## src/rtl/traffic_gen_req_sched.sv

```systemverilog
// Request scheduler for a traffic generator: issues alternating read/write
// requests in bursts of windowed REQ cycles separated by idle gaps.
module traffic_gen_req_sched #(
  parameter int unsigned CNT_W = 32
) (
  input  logic             clk_i,
  input  logic             rst_i,
  input  logic             clear_i,
  input  logic             start_i,
  input  logic [CNT_W-1:0] n_total_reqs_i,
  input  logic [CNT_W-1:0] t_ck_reqs_i,
  input  logic [CNT_W-1:0] t_ck_idle_i,
  output logic             r_req_valid_o,
  input  logic             r_req_ready_i,
  output logic             w_req_valid_o,
  input  logic             w_req_ready_i,
  output logic             busy_o,
  output logic             done_o,
  output logic [CNT_W-1:0] cnt_r_reqs_o,
  output logic [CNT_W-1:0] cnt_w_reqs_o
);

  typedef enum logic [1:0] {S_IDLE, S_REQ, S_GAP, S_DONE} state_e;

  state_e           state_q;
  logic [CNT_W-1:0] n_total_q;
  logic [CNT_W-1:0] t_reqs_q;
  logic [CNT_W-1:0] t_idle_q;
  logic [CNT_W-1:0] cnt_r_q;
  logic [CNT_W-1:0] cnt_w_q;
  logic [CNT_W-1:0] win_q;
  logic [CNT_W-1:0] gap_q;
  logic             nxt_w_q;
  logic             r_valid_q;
  logic             w_valid_q;
  logic             busy_q;
  logic             done_q;

  logic [CNT_W-1:0] win_end;
  logic [CNT_W-1:0] total_nxt;
  logic             win_last;
  logic             gap_last;
  logic             r_acc;
  logic             w_acc;

  // A zero-length window still gets one REQ cycle; the window counter
  // saturates on its last value so an extended REQ keeps reporting "last".
  assign win_end   = (t_reqs_q == '0) ? '0 : t_reqs_q - CNT_W'(1);
  assign win_last  = (win_q == win_end);
  assign gap_last  = (gap_q == t_idle_q - CNT_W'(1));
  assign r_acc     = r_valid_q & r_req_ready_i;
  assign w_acc     = w_valid_q & w_req_ready_i;
  assign total_nxt = cnt_r_q + cnt_w_q + CNT_W'(1);

  always_ff @(posedge clk_i or posedge rst_i) begin
    if (rst_i) begin
      state_q   <= S_IDLE;
      n_total_q <= '0;
      t_reqs_q  <= '0;
      t_idle_q  <= '0;
      cnt_r_q   <= '0;
      cnt_w_q   <= '0;
      win_q     <= '0;
      gap_q     <= '0;
      nxt_w_q   <= 1'b0;
      r_valid_q <= 1'b0;
      w_valid_q <= 1'b0;
      busy_q    <= 1'b0;
      done_q    <= 1'b0;
    end else if (clear_i) begin
      state_q   <= S_IDLE;
      n_total_q <= '0;
      t_reqs_q  <= '0;
      t_idle_q  <= '0;
      cnt_r_q   <= '0;
      cnt_w_q   <= '0;
      win_q     <= '0;
      gap_q     <= '0;
      nxt_w_q   <= 1'b0;
      r_valid_q <= 1'b0;
      w_valid_q <= 1'b0;
      busy_q    <= 1'b0;
      done_q    <= 1'b0;
    end else begin
      case (state_q)
        S_IDLE: begin
          if (start_i) begin
            n_total_q <= n_total_reqs_i;
            t_reqs_q  <= t_ck_reqs_i;
            t_idle_q  <= t_ck_idle_i;
            cnt_r_q   <= '0;
            cnt_w_q   <= '0;
            win_q     <= '0;
            gap_q     <= '0;
            nxt_w_q   <= 1'b0;
            busy_q    <= 1'b1;
            if (n_total_reqs_i == '0) begin
              state_q <= S_DONE;
              done_q  <= 1'b1;
            end else begin
              state_q   <= S_REQ;
              r_valid_q <= 1'b1;
            end
          end
        end
        S_REQ: begin
          if (r_acc || w_acc) begin
            if (r_acc) cnt_r_q <= cnt_r_q + CNT_W'(1);
            else       cnt_w_q <= cnt_w_q + CNT_W'(1);
            nxt_w_q <= ~nxt_w_q;
            if (total_nxt == n_total_q) begin
              state_q   <= S_DONE;
              r_valid_q <= 1'b0;
              w_valid_q <= 1'b0;
              done_q    <= 1'b1;
            end else if (win_last && (t_idle_q != '0)) begin
              state_q   <= S_GAP;
              gap_q     <= '0;
              r_valid_q <= 1'b0;
              w_valid_q <= 1'b0;
            end else begin
              // Either mid-window or back-to-back windows with no gap.
              win_q     <= win_last ? '0 : win_q + CNT_W'(1);
              r_valid_q <= nxt_w_q;
              w_valid_q <= ~nxt_w_q;
            end
          end else if (!win_last) begin
            win_q <= win_q + CNT_W'(1);
          end
        end
        S_GAP: begin
          if (gap_last) begin
            state_q   <= S_REQ;
            win_q     <= '0;
            r_valid_q <= ~nxt_w_q;
            w_valid_q <= nxt_w_q;
          end else begin
            gap_q <= gap_q + CNT_W'(1);
          end
        end
        S_DONE: begin
          state_q <= S_IDLE;
          busy_q  <= 1'b0;
          done_q  <= 1'b0;
        end
        default: begin
          state_q   <= S_IDLE;
          r_valid_q <= 1'b0;
          w_valid_q <= 1'b0;
          busy_q    <= 1'b0;
          done_q    <= 1'b0;
        end
      endcase
    end
  end

  assign r_req_valid_o = r_valid_q;
  assign w_req_valid_o = w_valid_q;
  assign busy_o        = busy_q;
  assign done_o        = done_q;
  assign cnt_r_reqs_o  = cnt_r_q;
  assign cnt_w_reqs_o  = cnt_w_q;

endmodule

```

## config.mk

```make
export PLATFORM = sky130hd
export DESIGN_NAME = traffic_gen_req_sched
export DESIGN_NICKNAME = d
export VERILOG_FILES = /design/src/rtl/traffic_gen_req_sched.sv
export SDC_FILE = /design/constraint.sdc
export NUM_CORES = 1
export LEC_CHECK = 0
export CAP_MARGIN = 15
export CORE_ASPECT_RATIO = 2
export CORE_UTILIZATION = 67
export CTS_BUF_LIST = sky130_fd_sc_hd__clkbuf_8
export DETAILED_ROUTE_END_ITERATION = 16
export DONT_BUFFER_PORTS = 1
export GPL_TIMING_DRIVEN = 1
export PLACE_DENSITY = 0.88
export SLEW_MARGIN = 30
export SYNTH_ARGS = -nofsm -noshare
export SYNTH_HDL_FRONTEND = slang
export SYNTH_SLANG_ARGS = --single-unit
```

## constraint.sdc

```tcl
create_clock -name clk_i -period 10.5 [get_ports clk_i]
set_clock_uncertainty 0.2 [all_clocks]
set_input_delay 3.15 -clock clk_i [delete_from_list [all_inputs] [get_ports clk_i]]
set_output_delay 3.15 -clock clk_i [all_outputs]
set_load 0.01 [all_outputs]
```

# After elaboration in Yosys (flattened, before gate mapping)
# Cells that the tools add are included.
word_totals:
  register_bits: 231
  in_bits: 102
  output_inout_bits: 68
  word_cells: 137
op_classes:
  addsub: 8
  eq_ne: 21
  muxes: 68
  bitwise_logic: 3
  n_reduce_logical: 24
op_table:
  columns: ["cell", "n"]
  rows:
  - ["$mux 32", 29]
  - ["$pmux 32 s3", 2]
  - ["$add 32x1->32 const B", 5]
  - ["$pmux 32 s2", 2]
  - ["$eq 32x32->1", 3]
  - ["$logic_not 32->1", 2]
  - ["$sub 32x1->32 const B", 2]
  - ["$ne 3x3->1 const B", 11]
  - ["$add 32x32->32", 1]
  - ["$reduce_bool 32->1", 1]
  - ["$mux 1", 22]
  - ["$ne 4x4->1 const B", 4]
  - ["$mux 2", 7]
  - ["$reduce_and 4->1", 3]
  - ["$reduce_and 6->1", 2]
  - ["$reduce_and 5->1", 2]
  - ["$reduce_bool 3->1", 3]
  - ["$pmux 2 s4", 1]
  - ["$reduce_bool 4->1", 2]
  - ["$pmux 1 s2", 3]
  - ["$pmux 1 s3", 2]
  - ["$reduce_and 3->1", 2]
  - ["$eq 2x2->1 const B", 2]
  - ["$reduce_and 2->1", 2]
  - ["other kinds (7)", 9]

# Depth between registers and ports, before layout
depth:
  depth_word: 9
  mapped_depth: 16
  mapped_depth_nobuf: 14

# Least setup slack after synthesis
# OpenSTA, ideal clock, no wires.
synth_timing:
  path_type: "input to register"
  from: "input r_req_ready_i"
  to: "register cnt_w_q[30], in the netlist cnt_w_reqs_o[30]"
  setup_time_ns: 0.078
  arrival_ns: 5.154
  required_ns: 10.222
  setup_slack_ns: 5.069
  cell_stages: 11
  path_buffers: 1
  path_cell_list: "nand2_1 -> and2_1 -> nand2_1 -> a21oi_1 -> clkbuf_1 -> nor2_1 -> nand2_1 -> nor3_1 -> nand2_1 -> or3_1 -> a21oi_1"
synth_via:
  elab_chain_cells: 4
  word_cells_on_any_way: 5
  cone_classes: "2 x eq/ne; 1 x bitwise; 2 x reduce/logical"
synth_rtl:
  columns: ["element", "line", "text"]
  rows:
  - ["start: declaration", "14", "input logic r_req_ready_i,"]
  - ["$and 1x1->1 *", "51", "assign r_acc = r_valid_q & r_req_ready_i;"]
  - ["$logic_or 1x1->1", "107", "if (r_acc || w_acc) begin"]
  - ["$ne 3x3->1 (no source line)", null, null]
  - ["$reduce_and 4->1 (no source line) *", null, null]
  - ["end signal: assignment", "109", "else cnt_w_q <= cnt_w_q + CNT_W'(1);"]
  - ["end: declaration", "30", "logic [CNT_W-1:0] cnt_w_q;"]
# Mark *: on every way between the ends. The rest lies on a longest branch, timed or not.
# A chain may end at the register's enable or synchronous reset.

# Worst setup path after layout
layout_timing:
  from: "input r_req_ready_i"
  to: "register cnt_r_q[29], in the netlist cnt_r_reqs_o[29]"
layout_via:
  elab_chain_cells: 4
  word_cells_on_any_way: 5
  cone_classes: "2 x eq/ne; 1 x bitwise; 2 x reduce/logical"
layout_rtl:
  columns: ["element", "line", "text"]
  rows:
  - ["$and 1x1->1 *", "51", null]
  - ["$logic_or 1x1->1", "107", null]
  - ["$ne 3x3->1 (no source line)", null, null]
  - ["$reduce_and 4->1 (no source line) *", null, null]
  - ["end signal: assignment", "108", "if (r_acc) cnt_r_q <= cnt_r_q + CNT_W'(1);"]
  - ["end: declaration", "29", "logic [CNT_W-1:0] cnt_r_q;"]
# Marks and branches as above.

==> out/results.ini <==
[route]
via_per_inst = 7.08
dr.pass1.iters = 7
drtIter0Drc = 1768
vias = 17646
drt_wl_total_mm = 59.7
ant_nets = 0
drc = 0
wl_per_cell_um = 24.0

[timing]
fmax_mhz = 167
fin_setup_tns_ns = 0
rsz0062_at_grt = no
finalSetupViolCount = 0
fin_crit_sh_pct = 57.1
slew_headroom_pct = 27.9
slew_violations = 0
hold_viol = 0
min_period_ns = 5.99
worst_pin_slew_ns = 1.07

[cts]
hold_buffers = 0
cts_sinks = 231
insertion_delay_ns = 0.58
post_cts_buffers = 0
cts_max_path_buffers = 3
cts_tree = yes
cts_made_buffers = 35
htree_levels = 2
clkTransAtPathRegs_ns = 0.06
postCtsResizedCells = 0
root_buffer = clkbuf_8

[critical_path]
cp_cell_sequence = nand2_1, nand2_1, a31oi_2, nor3b_1, nand3_1, nor3_1, nand3_1, xor2_1, nor2_1
critPathCaptureType = register
worstRegToRegCells = 11
critical_path_class = input pin to register
required_ns = 10.74
cp.arrival_ns = 6.23
slowest_delay_ns = 0.81
crit_path_start = r_req_ready_i
worstPathMaxFanout = 12
r2r_end = gap_q[10]
reg2reg_slack_ns = 5.02
start_kind = input pin
regToRegStartpoint = t_reqs_q[6]
cpMaxStageDelayCell = nand3_1

[logic_synthesis]
synthMuxAreaShare_pct = 0.889
synth_xor_area_share_pct = 7.12
synthSimpleGateAreaFrac_pct = 30.1
ys_types = 92
synth_edf_count = 0
yosysWarnings = 0
synthArstFlopShare_pct = 100
synth_area_um2 = 17300
yosysTopAreaCell = dfrtp_1
synth_nets = 2371
synth_top_area_share_pct = 33.4
synth_top_family_by_area = simple AND/OR/NAND/NOR gates
ys_ff_latch = 231
synth_fa_ha_area_share_pct = 3.15
seq_area_frac_synth_pct = 33.4
avgSynthCellArea_um2 = 7.77
synth_cells = 2226
synth-compound-area-share_pct = 21.0
ys.flop_type = dfrtp_1
synth_top_cells_by_area = dfrtp_1 33%, nand2_1 8.6%, a21oi_1 5.2%

[global_route]
antenna_found_initial = 2
grt_pass1_vias = 17163
grt_use_total_pct = 45.6
grt_start_max_net_pins = 120
grt_pass1_wl_mm = 92.3
grt_overflow = 0

[power_and_ir_drop]
ir_drop_v = 0.000144
pwr_density_cell_nw_per_um2 = 162
pwr-share-clk_pct = 27.3
p_comb_share_pct = 36.4
switching_power_uw = 1180
p_leak_uw = 0.00721
total_power_uw = 2930
p_int_uw = 1750
power_switching_share_pct = 40.2
p_seq_share_pct = 36.3

[floorplanning]
fp.dieW_um = 116
coreArea_um2 = 25200
pin_count = 170
die-area_um2 = 26500
dieHeight_um = 229
start_util_pct = 68.6
fp-row-count = 82

[min_path]
hold_path_depth = 1
hold_start = gap_q[31]
hold_class = register to register
min_to = gap_q[31]

[flow_run]
max-cap-violations = 0

[finish]
layout_common_cells = 394 x nand2_1, 231 x dfrtp_1, 181 x a21oi_1
multi_input_area_um2 = 10900
ff_latch_area_um2 = 5780
nets = 2281
areaGrowthSynthToFinish_pct = 4.58
drive_gt1_share_pct = 6.12
fill_cells = 2047
final_common_cell = nand2_1

[run_status]
outcome = completed

[place]
portBuffers = 0
gp_congestion = 1.07
hpwl_mm = 43.3

registers in the layout (all words and copies together), names as in the netlist:
register and flops:
cnt_r_reqs_o 32, cnt_w_reqs_o 32, gap_q 32, n_total_q 32, t_idle_q 32, t_reqs_q 32, win_q 32, state_q 2
busy_o 1, done_o 1, nxt_w_q 1, r_req_valid_o 1, w_req_valid_o 1
metal layers:
layer  vias to the layer above  global-route usage [%]  wire length (µm)
met5                         -                       0                 0
met4                         0                    38.1              5900
met3                       347                    12.3              4900
met2                       979                    78.1             29800
met1                      8383                    44.7             19100
li1                       7937                       -                 -
cell usage after synthesis, types with 6 or more instances:
master,n
or2_2,19
clkbuf_1,121
nand2_1,395
xor2_1,69
nor4_1,46
nor3_1,56
o31a_1,8
a22oi_1,10
nor2b_1,14
o21a_1,11
nor3b_1,15
o21ai_1,14
o311ai_0,22
and4_1,16
a211oi_1,10
buf_1,8
o21bai_1,7
a21o_1,9
nand4_1,61
o2111ai_1,10
nor4b_1,7
nand3_1,105
a31oi_1,23
o21ai_0,131
a31o_2,6
inv_1,41
a21oi_1,181
ha_1,42
buf_2,8
a211o_1,10
a311oi_1,6
xnor2_1,69
nor2_1,149
nand4b_1,10
and2_1,13
or3_1,37
nand2b_1,27
o211ai_1,12
o31ai_1,35
or4_1,22
dfrtp_1,231
and3_1,24
mux2i_1,12
how the worst max path moves through the flow:
stage | endpoint | cells past startpoint
after floorplan | busy_o | 1
after global placement | cnt_w_reqs_o[25] | 10
after detailed placement | gap_q[7] | 10
after CTS | gap_q[7] | 10
after global routing | cnt_r_reqs_o[29] | 9
final | cnt_r_reqs_o[29] | 9
power by group through the flow:
stage               registers (µW)  clock network (µW)  logic (µW)
floorplan                     1030                   0         795
global placement              1070                   0         989
detailed placement            1070                   0        1010
CTS                           1060                 800        1020
global route                  1070                 837        1150
finish                        1060                 797        1070
per-stage QoR:
step                      hold slack (ns)  std cells  utilization (%)  cell area (µm²)  worst slack (ns)
after floorplan                     0.266       2226                -            17300             0.817
after global placement              0.301       2434             68.6            17300              4.12
after detailed placement            0.307       2434             68.6            17300              4.10
after CTS                           0.317       2491             71.5            18000              4.68
after global routing                0.340       2493             71.7            18100              4.23
final                               0.322       2493             71.7            18100              4.51
final cells by class:
type                       instances  area share, %
antenna                            1         0.0138
clock buffer                      44           3.35
clock inverter                    13          0.609
inverter                          41          0.892
multi-input combinational       1810           60.0
sequential                       231           31.9
tap                              336           2.32
timing repair buffer              17          0.878
kinds of logic after synthesis:
family | count (synthesis)
AO/OA/AOI/OAI | 567
XOR/XNOR | 139
adder cells (fa/ha/maj) | 43
buffers and inverters | 185
flip-flops | 231
multiplexers | 15
AND/OR/NAND/NOR | 1046
critical path, delay by kind of cell:
family | cells | cell delay, ns
AND/OR/NAND/NOR | 7 | 2.61
XOR/XNOR | 1 | 0.16
AO/OA/AOI/OAI | 1 | 0.29
(Power assumes the default switching activity.)
